[src/rtl/prescaled_updown_counter.sv]
// Up/down event counter advanced by a programmable prescaler, with
// wrap or saturate behaviour against an inclusive limit and synchronous load.
module prescaled_updown_counter #(
  parameter int WIDTH = 16,
  parameter int PRE_W = 4
) (
  input  logic             clk,
  input  logic             reset,
  input  logic             en,
  input  logic [PRE_W-1:0] div,
  input  logic             dir,
  input  logic             mode,
  input  logic [WIDTH-1:0] limit,
  input  logic             load,
  input  logic [WIDTH-1:0] load_val,
  output logic [WIDTH-1:0] counter,
  output logic             tick,
  output logic             tc,
  output logic             sat
);

  logic [PRE_W-1:0] r_pre;
  logic [WIDTH-1:0] r_count;
  logic             r_tick;
  logic             r_tc;

  logic [PRE_W-1:0] w_pre_next;
  logic [WIDTH-1:0] w_count_next;
  logic             w_tick_next;
  logic             w_tc_next;

  logic [WIDTH-1:0] w_inc;
  logic [WIDTH-1:0] w_dec;
  logic [WIDTH-1:0] w_step_val;
  logic             w_step_tc;
  logic [WIDTH-1:0] w_load_clamped;
  logic             w_step;

  assign w_inc          = r_count + WIDTH'(1);
  assign w_dec          = r_count - WIDTH'(1);
  assign w_load_clamped = (load_val > limit) ? limit : load_val;
  // A lowered div below the running prescaler still fires on the next enabled cycle.
  assign w_step         = (r_pre >= div);

  // Value and terminal-count flag that a step would produce this cycle.
  always_comb begin
    w_step_val = r_count;
    w_step_tc  = 1'b0;
    if (dir) begin
      if (r_count < limit) begin
        w_step_val = w_inc;
        w_step_tc  = mode && (w_inc == limit);
      end else if (!mode) begin
        w_step_val = '0;
        w_step_tc  = 1'b1;
      end else begin
        w_step_val = limit;
      end
    end else begin
      if (r_count != '0) begin
        w_step_val = w_dec;
        w_step_tc  = mode && (w_dec == '0);
      end else if (!mode) begin
        w_step_val = limit;
        w_step_tc  = 1'b1;
      end
    end
  end

  always_comb begin
    w_pre_next   = r_pre;
    w_count_next = r_count;
    w_tick_next  = 1'b0;
    w_tc_next    = 1'b0;
    if (load) begin
      w_count_next = w_load_clamped;
      w_pre_next   = '0;
    end else if (en) begin
      if (w_step) begin
        w_pre_next   = '0;
        w_count_next = w_step_val;
        w_tick_next  = 1'b1;
        w_tc_next    = w_step_tc;
      end else begin
        w_pre_next = r_pre + PRE_W'(1);
      end
    end
  end

  always_ff @(posedge clk) begin
    if (!reset) begin
      r_pre   <= '0;
      r_count <= '0;
      r_tick  <= 1'b0;
      r_tc    <= 1'b0;
    end else begin
      r_pre   <= w_pre_next;
      r_count <= w_count_next;
      r_tick  <= w_tick_next;
      r_tc    <= w_tc_next;
    end
  end

  assign counter = r_count;
  assign tick    = r_tick;
  assign tc      = r_tc;
  assign sat     = mode && (dir ? (r_count == limit) : (r_count == '0));

endmodule

[config.mk]
export PLATFORM = sky130hd
export DESIGN_NAME = prescaled_updown_counter
export DESIGN_NICKNAME = d
export VERILOG_FILES = /design/src/rtl/prescaled_updown_counter.sv
export SDC_FILE = /design/constraint.sdc
export NUM_CORES = 1
export LEC_CHECK = 0
export CELL_PAD_IN_SITES_DETAIL_PLACEMENT = 0
export CELL_PAD_IN_SITES_GLOBAL_PLACEMENT = 1
export CORE_MARGIN = 5
export CORE_UTILIZATION = 40
export CTS_CLUSTER_DIAMETER = 60
export DETAILED_ROUTE_END_ITERATION = 6
export HOLD_SLACK_MARGIN = 0.05
export PLACE_DENSITY = 0.89
export SYNTH_ARGS = -nofsm -noshare
export SYNTH_HDL_FRONTEND = slang
export SYNTH_SLANG_ARGS = --single-unit
[constraint.sdc]
create_clock -name clk -period 3.65 [get_ports clk]
set_clock_uncertainty 0.2 [all_clocks]
set_input_delay 0.73 -clock clk [delete_from_list [all_inputs] [get_ports clk]]
set_output_delay 0.73 -clock clk [all_outputs]
set_load 0.02 [all_outputs]
==> results of run 1 <==
==> logic make-up after synthesis <==
kind of cell | Yosys count
xor+xnor | 42
fa+ha+maj | 41
compound gates | 120
flops | 22
simple gates | 175
buf+inv | 58
mux | 26
==> sequential cells by signal, summed over array words and instances (netlist names) <==
register and flops:
counter 16, tick 1, tc 1, r_pre 4
==> stage by stage <==
stage               instance area (sq um)  TNS [ns]  hold slack [ns]  power (uW)
global placement                     4830    -0.560            0.343         949
detailed placement                   4830     -1.27            0.357         960
global route                         4960   -0.0626            0.390        1290
finish                               4960         0            0.384        1230
floorplan                            3660         0            0.310         680
CTS                                  4900         0            0.378        1210
==> per-layer routing <==
layer	part of all wire [%]	global-route usage [%]
met3	9.6	4.41
met5	0	0
met4	4.2	8.05
met2	45	39.0
met1	41	30.8
==> Yosys cell counts (3+ instances only) <==
cell type | instances | share of area (%)
xnor3_1 | 5 | 3.1
o21ai_0 | 22 | 3.0
inv_1 | 30 | 3.1
nand2_1 | 40 | 4.1
ha_1 | 41 | 14
nor3_1 | 15 | 2.1
nand3_1 | 21 | 2.9
nand2b_1 | 8 | 1.4
a31oi_1 | 5 | 0.85
xor2_1 | 11 | 2.6
dfxtp_1 | 22 | 12
nor3b_1 | 6 | 1.2
nand4_1 | 17 | 2.9
o22ai_1 | 7 | 1.2
xnor2_1 | 26 | 6.2
clkbuf_1 | 19 | 1.9
buf_4 | 4 | 0.82
buf_2 | 5 | 0.68
a311oi_1 | 5 | 1.2
a21o_1 | 4 | 0.82
nor4_1 | 11 | 1.9
o211ai_1 | 5 | 1.0
and3_1 | 5 | 0.85
mux2i_1 | 25 | 6.8
a211oi_1 | 17 | 3.5
nor2_1 | 29 | 3.0
o31ai_1 | 3 | 0.62
nor2b_1 | 3 | 0.51
or3_1 | 5 | 0.85
a211o_1 | 3 | 0.72
a21oi_1 | 30 | 4.1
==> cell type report <==
type / instances / area, sq um
sequential: 22 / 440
clock inverter: 1 / 30.0
inverter: 30 / 113
timing repair buffer: 132 / 1160
fill: 824 / 4100
multi-input combinational: 404 / 3040
tap: 111 / 139
clock buffer: 3 / 41.3
==> worst max-delay path, cell delays in order <==
cell and delay [ns]:
clkdlybuf4s50_1 0.51, inv_2 0.07, ha_4 0.26, nand4_1 0.15
nor4_2 0.27, buf_4 0.16, nand4_1 0.11, a21oi_2 0.22
buf_4 0.17
==> worst min path at each step <==
| stage | end | slack, ns | cells after the start |
|---|---|---|---|
| global route | r_pre[3]$_SDFFE_PP0P_ | 0.39 | 2 |
| CTS | r_pre[3]$_SDFFE_PP0P_ | 0.38 | 2 |
| floorplan | r_pre[1]$_SDFFE_PP0P_ | 0.31 | 2 |
| detailed placement | r_pre[3]$_SDFFE_PP0P_ | 0.36 | 2 |
| finish | r_pre[0]$_SDFFE_PP0P_ | 0.38 | 2 |
| global placement | r_pre[1]$_SDFFE_PP0P_ | 0.34 | 2 |
==> timing repair <==
| item | in CTS | in global routing |
|---|---|---|
| setup endpoints to repair | 1 | 8 |
| pin swaps | 0 | 3 |
| buffers inserted | 0 | 0 |
| gates resized for setup | 5 | 13 |
==> power by group <==
group          internal (uW)  total (uW)  switching [uW]
clock network            147         253             106
registers                257         284            27.2
logic                    326         697             371
==> results by group, run 1 <==
Setup path
  – R2R depth: 7
  – Setup crit start: limit[11]
  – CP Data Required Time: about 2.7 ns
  – Flop2flop setup slack: 0.53 ns
  – CP startpoint kind: input pin
  – FF-to-FF Start: counter[3]$_SDFFE_PN0P_
  – Crit-path max FO: 3
  – Worst Setup End Kind: primary output
  – R2R Path End: tc$_SDFF_PP0_
  – CP endpoint: sat
  – Worst setup path category: in -> out
  – Worst Path Arrival: 2.66 ns

Yosys
  – Complex-gate fraction of the synthesized area: 21.7%
  – Simple-gate area share of the yosys netlist: roughly a quarter
  – Mapped Nets: ~570
  – Mean Syn Cell Area: 7.56 sq um
  – Largest family of logic cells by synthesized area: simple AND/OR/NAND/NOR gates
  – Number of synthesized register bits: 22
  – Post-synthesis mux area share: 7.14%
  – FFs w/ async S/R, synth: 0%
  – Ys Warns: 0
  – Post-Syn Area: 3660 sq um
  – Top_reg_cell synth: dfxtp_1
  – Post-synthesis xor/xnor area fraction: around an eighth
  – EDFF count, synth: 0
  – Cells after Synth: 484
  – Synth Area in Adders: 14.0%
  – Netlist cell types: 56
  – Sequential share of the synthesized area: 12.0%

GRT
  – First-pass GRT wire length: 21200 um
  – Vias in the first global route: 4089
  – Pin count of the biggest net entering global routing: 16
  – Global route overflow: 0
  – GRT Total Usage: 23.6%
  – Initial antenna violation count: 0

Place
  – Place WS: -0.479 ns
  – Port Buffers: 60
  – DP HPWL: ~11000 um
  – Inst Count DP: 699
  – Routability cong.: 1.00

Floorplanning
  – Starting Density: 40.4%
  – Die area: 11200 sq um
  – Core area: 9060 sq um
  – DIE WIDTH: approximately 110 um
  – Top Ports: 61
  – Die height: 106 um
  – Row count: 35

Timing
  – Worst-margin pin slew: 0.655 ns
  – Fmax: 278 MHz
  – Final period utilization: 98.4%
  – Max Slew Vio Count: 0
  – Slew HR: between 50 and 60%
  – Final worst setup slack: roughly 0.057 ns
  – Final Critical Period: 3.59 ns
  – Final hold vios: 0
  – Final setup viols: 0

Finish
  – Commonest non-fill, non-tap cell in the layout: buf_4
  – Area growth syn-to-layout: 35.5%
  – Fin nets: 676
  – Share of post-route cells with drive strength above 1: between 15 and 20%
  – ANT cells: 0
  – Final Core Density: 54.7%
  – Final Non-Filler Cells: 703
  – Commonest cells after routing, fill and taps aside: 72 x buf_4, 57 x clkdlybuf4s50_1, 40 x nand2_1

Clock network
  – CTS Buf Count: 3
  – CTS tree: done
  – Worst-Skew Late Latency: 0.28 ns
  – Clock tree root buffer cell: clkbuf_8
  – H-tree Lvls: 1
  – Hold_buf cts: 0
  – Clock sink count: 22
  – Clock Tree Buf Depth: 2
  – Clock transition at the registers of the reported paths: 0.11 ns

Routing
  – Via density: 6.18
  – Final WL: 13600 um
  – ANT nets after route: 0
  – Initial DRC Count: 565
  – Via count: 4347
  – DRC: 0
  – 1st-pass router iterations: 5
  – WL/cell: 19.4 um

Pwr
  – Power Dens Cells: 249 nW/um^2
  – Worst vdd ir: 0.160 mV
  – P_leak: 0.00211 uW

Job
  – Max_cap viols: 0

Worst hold path
  – Hold crit path type: reg -> reg
  – Min-delay src: r_pre[0]$_SDFFE_PP0P_

Status
  – Status: finished, final reports clean
(Power assumes the default switching activity.)
==> inputs of run 2 (changes only) <==
Settings changed: CAP_MARGIN from default to 15.
==> results of run 2 <==
Same layout as run 1: the final DEF is identical, and so are final timing and power.
==> RTL edit (config.mk and constraints of run 1) <==
Change the parameter `PRE_W` from 4 to 5.
--- a/src/rtl/prescaled_updown_counter.sv
+++ b/src/rtl/prescaled_updown_counter.sv
@@ -3,5 +3,5 @@
 module prescaled_updown_counter #(
   parameter int WIDTH = 16,
-  parameter int PRE_W = 4
+  parameter int PRE_W = 5
 ) (
   input  logic             clk,
Ports: changed (resized div); port bits go from 61 to 62. The function was not compared with the original's and may differ.
==> RTL edit against run 1 <==
Global-route usage rose by 0.66 points; routed wire length is 5.9% higher; clock power shrank 21%; sequential power up 3%; count of clock-buffer cells in the layout did not move; sequential cell count is 1 higher; worst setup slack better by 0.071 ns; critical path depth decreased by 1; power decreased by 3.8%; design area grew 1.3%; hold slack worse by 0.053 ns; synthesized area increased by 5.3%; cell count up 5.5%.
==> RTL edit: results (changes against run 1) <==
outcome -> completed
fraction of layout cells with a size suffix above 1 -> 14.7% (-2.4 points)
Peak supply drop -> 0.000133 V (-17%)
Cell variety after synth -> 65 (+16%)
pin count of the biggest net entering global routing -> 24 (+8)
Mapped Nets -> 604 (+6.5%)
P_leak -> 2.21 nW (+4.6%)
CP max stage delay -> 0.49 ns (-0.02 ns)
inverters -> 28 (-6.7%)
Final Cell Area -> 5020 um^2 (+1.3%)
multi-input gate share of total cell area -> 61.7% (+0.41 points)
Final nets -> 699 (+3.4%)
clock-cell share of area -> 0.922% (-0.52 points)
GRT met3 Usage -> 2.75% (-1.7 points)
met3 wire len -> 943 um (-28%)
Critical Path Source -> limit[13]
Synth Register Bits -> 23 (+4.5%)
synthesized cell area -> 3850 um^2 (+5.3%)
drt wl/cell -> 19.4 um (+0.31%)
GRT Total Usage -> 24.3% (+0.66 points)
Hold Slack -> 0.331 ns (-0.0526 ns)
Post-synth top cells -> 46 x nand2_1, 42 x ha_1, 39 x nor2_1
worst hold endpoint -> r_pre[1]
number of non-clock buffers -> 131 (-0.76%)
Reg-to-Reg Start -> counter[5]
pre-CTS WS -> -0.360 ns (+0.119 ns)
WL met1 -> 6310 um (+13%)
Synth area leaders -> ha_1 14%, dfxtp_1 12%, mux2i_1 7.5%
PortBufs -> 61 (+1.7%)
Via Count -> 4383 (+0.83%)
fillers -> 931 (+13%)
GP Congestion -> 0.995 (-0.66%)
FF+latch area -> 460 um^2 (+4.5%)
CP arrival -> 2.59 ns (-0.07 ns)
HP Class -> reg2reg
Multi-In Gates -> 427 (+5.7%)
Iter 0 DRT Violations -> 357 (-37%)
# resized after CTS -> 4 (-1)
Int Pwr -> 0.668 mW (-8.4%)
synthesized area per cell -> 7.43 um^2 (-1.8%)
Worst Tran Pin Value -> 1.17 ns (+0.518 ns)
DR WL met2 -> 6790 um (+11%)
hold path startpoint -> r_pre[1]
worst-case clock buffer depth -> 2 (unchanged)
clock latency at the later pin of the worst-skew pair -> 0.30 ns (+0.02 ns)
first-pass GRT wire length -> 22500 um (+5.7%)
M2 GR Usage -> 41.2% (+2.2 points)
met1 global-route usage -> 32.4% (+1.6 points)
register area share after synthesis -> 11.9% (-0.082 points)
hpwl dp -> 11300 um (+2.1%)
Crit Path Max Fanout -> 4 (+1)
Non-clock buffer share -> 22.9% (-0.41 points)
[RTL edit: changes by cell type after synthesis, sizes merged, moves of 5 or more]
cell	before	now
nand2	40	46
o21ai	23	14
nand3	22	14
buf	9	22
a21oi	30	20
nor2	29	39
o22ai	7	14
a211oi	17	34
nand2b	8	3
[RTL edit: logic make-up (layout without fill, tap and decap cells)]
logic type | count (synthesis) | in the layout | synth area share (%)
fa+ha+maj | 42 | 42 | 13.6
buf+inv | 69 | 163 | 7.92
mux | 30 | 30 | 7.82
xor+xnor | 44 | 44 | 10.7
flops | 23 | 23 | 11.9
compound gates | 129 | 129 | 23.5
simple gates | 182 | 182 | 24.4
[RTL edit: power by group through the flow]
stage / registers (mW) / clock network [mW] / logic [mW]
2_1_floorplan: 0.307 / 0 / 0.397
3_3_place_gp: 0.296 / 0 / 0.669
3_5_place_dp: 0.297 / 0 / 0.681
4_1_cts: 0.291 / 0.200 / 0.684
5_1_grt: 0.294 / 0.202 / 0.752
6_report: 0.292 / 0.201 / 0.694
